==> config.mk <==
export PLATFORM = sky130hd
export DESIGN_NAME = dmem_arbiter
export DESIGN_NICKNAME = d
export VERILOG_FILES = /design/src/rtl/dmem_arbiter_pkg.sv /design/src/rtl/dmem_arbiter.sv
export SDC_FILE = /design/constraint.sdc
export NUM_CORES = 1
export LEC_CHECK = 0
export CORE_AREA = 2 2 116 118
export CTS_CLUSTER_DIAMETER = 100
export DETAILED_ROUTE_END_ITERATION = 7
export DIE_AREA = 0 0 118 120
export PLACE_DENSITY_LB_ADDON = 0.3
export SETUP_SLACK_MARGIN = 0.05
export SYNTH_ARGS = -nofsm -noshare
export SYNTH_HDL_FRONTEND = slang
export SYNTH_SLANG_ARGS = --single-unit
==> constraint.sdc <==
create_clock -name clk -period 2.56 [get_ports clk]
set_input_delay 0.384 -clock clk [delete_from_list [all_inputs] [get_ports clk]]
set_output_delay 0.384 -clock clk [all_outputs]
set_load 0.02 [all_outputs]
==> src/rtl/dmem_arbiter_pkg.sv <==
// Shared definitions for the data-memory arbiter.
//   arb_state_e     : arbitration priority state (CPU first, host first, host burst lock)
//   DefaultMaxLock  : default bound on consecutive locked host grants against a waiting CPU
package dmem_arbiter_pkg;

  typedef enum logic [1:0] {
    StCpuPri   = 2'd0,
    StHostPri  = 2'd1,
    StHostLock = 2'd2
  } arb_state_e;

  localparam int unsigned DefaultMaxLock = 8;

endpackage

==> src/rtl/dmem_arbiter.sv <==
// Data-memory port arbiter between the single-cycle CPU core and a host/DMA port.
// Round-robin priority on contention; the host may hold the port for a burst with host_lock,
// bounded to MAX_LOCK consecutive grants while the CPU is waiting.
// Ports:
//   clk, reset                    clock; synchronous active-low reset
//   cpu_req/we/addr/wdata         CPU access request (held by the core while stalled)
//   cpu_rdata, cpu_stall          combinational read data; stall when the CPU loses the port
//   host_req/we/lock/addr/wdata   host access request, burst lock request
//   host_gnt                      combinational accept of the host request
//   host_rdata, host_rvalid       registered read return, one cycle after a granted host read
//   mem_addr/wdata/write/read     muxed request to the data memory
//   mem_rdata                     combinational read data from the data memory
module dmem_arbiter
  import dmem_arbiter_pkg::*;
#(
  parameter int unsigned ADDR_W   = 32,
  parameter int unsigned DATA_W   = 32,
  parameter int unsigned MAX_LOCK = DefaultMaxLock,
  parameter int unsigned CNT_W    = 4
) (
  input  logic              clk,
  input  logic              reset,
  input  logic              cpu_req,
  input  logic              cpu_we,
  input  logic [ADDR_W-1:0] cpu_addr,
  input  logic [DATA_W-1:0] cpu_wdata,
  output logic [DATA_W-1:0] cpu_rdata,
  output logic              cpu_stall,
  input  logic              host_req,
  input  logic              host_we,
  input  logic              host_lock,
  input  logic [ADDR_W-1:0] host_addr,
  input  logic [DATA_W-1:0] host_wdata,
  output logic              host_gnt,
  output logic [DATA_W-1:0] host_rdata,
  output logic              host_rvalid,
  output logic [ADDR_W-1:0] mem_addr,
  output logic [DATA_W-1:0] mem_wdata,
  output logic              mem_write,
  output logic              mem_read,
  input  logic [DATA_W-1:0] mem_rdata
);

  localparam logic [CNT_W-1:0] LockLimit = CNT_W'(MAX_LOCK);

  arb_state_e       state_q, state_d;
  logic [CNT_W-1:0] lock_cnt_q, lock_cnt_d;
  logic             host_rvalid_q;
  logic [DATA_W-1:0] host_rdata_q;

  logic cpu_gnt;
  logic contested;
  logic forced_yield;

  // Arbitration, memory mux and next-state in one block.
  always_comb begin
    cpu_gnt      = 1'b0;
    host_gnt     = 1'b0;
    forced_yield = 1'b0;
    contested    = cpu_req & host_req;
    state_d      = state_q;
    lock_cnt_d   = lock_cnt_q;
    mem_addr     = '0;
    mem_wdata    = '0;
    mem_write    = 1'b0;
    mem_read     = 1'b0;

    if (contested) begin
      case (state_q)
        StCpuPri:  cpu_gnt = 1'b1;
        StHostPri: host_gnt = 1'b1;
        StHostLock: begin
          if (lock_cnt_q < LockLimit) begin
            host_gnt = 1'b1;
          end else begin
            cpu_gnt      = 1'b1;
            forced_yield = 1'b1;
          end
        end
        default:   cpu_gnt = 1'b1;
      endcase
    end else begin
      cpu_gnt  = cpu_req;
      host_gnt = host_req;
    end

    if (cpu_gnt) begin
      mem_addr  = cpu_addr;
      mem_wdata = cpu_wdata;
      mem_write = cpu_we;
      mem_read  = ~cpu_we;
    end else if (host_gnt) begin
      mem_addr  = host_addr;
      mem_wdata = host_wdata;
      mem_write = host_we;
      mem_read  = ~host_we;
    end

    // Burst end takes precedence, then the forced yield, then lock entry/continuation,
    // then plain round-robin on contested grants.
    if ((state_q == StHostLock) && (!host_req || !host_lock)) begin
      state_d    = StCpuPri;
      lock_cnt_d = '0;
    end else if (forced_yield) begin
      state_d    = StCpuPri;
      lock_cnt_d = '0;
    end else if (host_gnt && host_lock) begin
      state_d = StHostLock;
      if (state_q != StHostLock) begin
        lock_cnt_d = '0;
      end else if (cpu_req) begin
        // Only grants taken against a waiting CPU count; an idle CPU lets the burst run.
        lock_cnt_d = lock_cnt_q + 1'b1;
      end
    end else if (contested && cpu_gnt) begin
      state_d = StHostPri;
    end else if (contested && host_gnt) begin
      state_d = StCpuPri;
    end

    cpu_stall = cpu_req & ~cpu_gnt;
    cpu_rdata = mem_rdata;
  end

  always_ff @(posedge clk) begin
    if (!reset) begin
      state_q       <= StCpuPri;
      lock_cnt_q    <= '0;
      host_rvalid_q <= 1'b0;
      host_rdata_q  <= '0;
    end else begin
      state_q       <= state_d;
      lock_cnt_q    <= lock_cnt_d;
      host_rvalid_q <= host_gnt & ~host_we;
      if (host_gnt && !host_we) begin
        host_rdata_q <= mem_rdata;
      end
    end
  end

  assign host_rvalid = host_rvalid_q;
  assign host_rdata  = host_rdata_q;

endmodule

==> metrics.cfg <==
[setup_path]
crit_end=mem_wdata[5]
r2r_slack_ps=260
crit_type=register to output pin
reg2reg_depth=8
cp_max_fo=35
critPathMaxStageDelay_ps=340
cpMaxStageDelayCell=buf_4
crit_path_end_kind=output pin
crit_cells=8
crit_family=buffers and inverters
path_cells=buf_4 > ha_1 > nand2b_1 > a21o_2 > buf_4 > nand3_1 > o21ai_1 > clkdlybuf4s15_2
worstReg2RegStart=state_q[0]
path_buf_inv=3
timing.critical_path.from=state_q[0]
worstPathArrival_ps=2050
worstPathRequired_ps=2180
start_kind=register
worstReg2RegEnd=host_rdata[22]
cpMostUsedCell=buf_4

[clock_network]
cts_max_path_buffers=2
insertion_delay_ps=280
path_clk_slew_ps=60
cts-root-buf=clkbuf_16
hold_buffers=0
htree_levels=2
cts_buffers=5
tritoncts=built
clock_sink_count=39

[cells_and_area]
area.sequential_sq_um=783
fin_cells=893
fillers=1315
nets=886
area_delta_synth_final_pct=97.7
final_layout_size_suffix_gt1_share_pct=18.8
multi_input_area_sq_mm=0.00176
diodes=0

[die]
die_area_sq_mm=0.0142
die_h_microns=120
core_area_sq_mm=0.0130
ios=300
num_rows=42
die_w_microns=118
initial_utilization_pct=23.2

[detailed_routing]
via_per_inst=4.72
wl_mm=13.5
drtIter0Drc=204
wl_per_cell_microns=15.1
vias=4216
drtPass1Iterations=4
drc_errors=0
ant_nets=0

[placement]
io_buffer_count=299
dpl.cell_count=882
hpwl_mm=10.9
place_congestion=0.812

[run_status]
outcome=complete, no violations

[power_and_ir_drop]
peakVddDrop_mv=0.345
power.total_uw=2400
switching_share_pct=32.8
p_leak_uw=0.00230
p_clk_share_pct=29.4
p_switching_uw=787
seq_power_share_pct=26.7
p_comb_share_pct=43.9
power.density_mw_per_mm2=403
p_int_uw=1610

[timing]
rsz0062_at_grt=true
finalMaxSlewViolations=0
whs_ps=445
max_clock_freq_mhz=411
skew_ps=5.85
finalCritPeriodShare_pct=95.0
max_slew_margin_pct=50.4
worst_pin_slew_ps=735
fin_crit_ps=2430
finalHoldViolations=0
setup_viol=0

[global_routing]
overflow=0
antenna_found_initial=0
grt_start_max_net_pins=66
grtUsageTotal_pct=18.4
grt_pass1_vias=4117
grt_pass1_wl_mm=21.3

[synthesis]
synth_cell_types=31
ys_seq_elements=39
ys_warn_count=0
syn_nets=626
syn_inst=456
syn-cell-area_sq_mm=0.00302
seq_area_frac_synth_pct=25.9
syn_avg_cell_area_sq_um=6.61

[flow_run]
maxCapViolations=0

[min_path]
hp-class=register to register

## timing repair
item | CTS | global route
setup endpoints to repair | 65 | 56
pin swaps | 1 | 4
hold endpoints to repair | 0 | 0
cloned | 1 | 0
buffers inserted | 2 | 0
resized for setup | 276 | 21
## registers in the layout, indices dropped and copies added, names as in the netlist
name         count
host_rvalid      1
lock_cnt_q       4
host_rdata      32
state_q          2
## cells by family after synthesis
| family | after synthesis | share of synthesized area (%) |
|---|---|---|
| multiplexers | 1 | 0.498 |
| adder cells (fa/ha/maj) | 3 | 1.24 |
| flip-flops | 39 | 25.9 |
| AO/OA/AOI/OAI | 117 | 21.7 |
| AND/OR/NAND/NOR | 215 | 33.4 |
| buffers and inverters | 81 | 17.2 |
## cells in the mapped netlist, drive strengths merged
cell,n,area share [%]
o21ai,104,18
nand2,102,13
nand3,98,18
buf,62,15
dfxtp,39,26
clkbuf,14,1.8
a21oi,7,1.2
and2,5,1.0
inv,5,0.62
ha,3,1.2
a211oi,2,0.66
nand2b,2,0.41
nand4,2,0.41
nor2b,2,0.41
a2111oi,1,0.91
a211o,1,0.29
a21o,1,0.25
a31oi,1,0.21
mux2,1,0.50
nand4b,1,0.29
nor2,1,0.12
nor3b,1,0.25
or3,1,0.21
## placed cells by master, fill, tap and decap left out, types with 2 or more instances in the layout
cell | netlist | routed
and2_4 | 0 | 2
dfxtp_2 | 0 | 2
ha_1 | 3 | 2
buf_6 | 9 | 3
inv_1 | 5 | 5
clkdlybuf4s15_2 | 0 | 4
nor2b_1 | 2 | 2
nand4_1 | 2 | 2
a21oi_1 | 7 | 7
clkbuf_16 | 0 | 5
buf_4 | 35 | 32
nand3_2 | 8 | 8
buf_2 | 10 | 54
nand2_1 | 102 | 102
nand3_1 | 90 | 90
buf_12 | 0 | 3
o21ai_1 | 69 | 68
o21ai_2 | 8 | 11
dfxtp_1 | 39 | 37
o21ai_0 | 27 | 25
and2_1 | 5 | 3
clkdlybuf4s50_1 | 0 | 230
## power by group through the flow
stage          registers (uW)  clock network (uW)  logic (uW)
5_1_grt                   643                 754        1120
6_report                  640                 707        1050
4_1_cts                   640                 729        1050
2_1_floorplan             676                   0         481
3_5_place_dp              653                   0        1110
3_3_place_gp              652                   0        1090
## routing by layer
layer	share of wire [%]	track usage [%]
met1	35	19.3
met2	52	34.8
met4	3.1	6.48
met5	0	0
met3	9.2	5.28
## worst register-to-register path: stages (launching register included)
cell	delay, ps
dfxtp_2	320
inv_1	80
ha_4	200
and2_4	140
buf_4	140
a2111oi_4	370
buf_4	620
nand3_1	240
o21ai_1	110
## through the flow
stage               util, %  setup WS (ps)  area, sq um  TNS [ps]
floorplan                 -            225         3020         0
detailed placement     46.0           -263         5960    -14040
global placement       46.0           -258         5960    -13520
finish                 45.9            129         5960         0
CTS                    45.8          -7.67         5940     -7.67
global route           45.9          -1.40         5960     -1.40
## area by class of cell
| type | count | area share [%] |
|---|---|---|
| Clock buffer | 5 | 2.10 |
| Clock inverter | 3 | 0.735 |
| Inverter | 5 | 0.315 |
| Multi-Input combinational cell | 336 | 29.6 |
| Sequential cell | 39 | 13.1 |
| Tap cell | 176 | 3.69 |
| Timing Repair Buffer | 329 | 50.5 |
## how the worst min path moves through the flow
stage                              start              to  slack, ps  depth (start not counted)
after detailed placement  host_rdata[13]  host_rdata[13]        440                          2
final                     host_rdata[14]  host_rdata[14]        450                          2
after floorplan               state_q[1]      state_q[1]        460                          2
after CTS                 host_rdata[13]  host_rdata[13]        450                          2
after global placement    host_rdata[14]  host_rdata[14]        440                          2
after global routing      host_rdata[13]  host_rdata[13]        460                          2
Power figures use the tool's default switching activity.
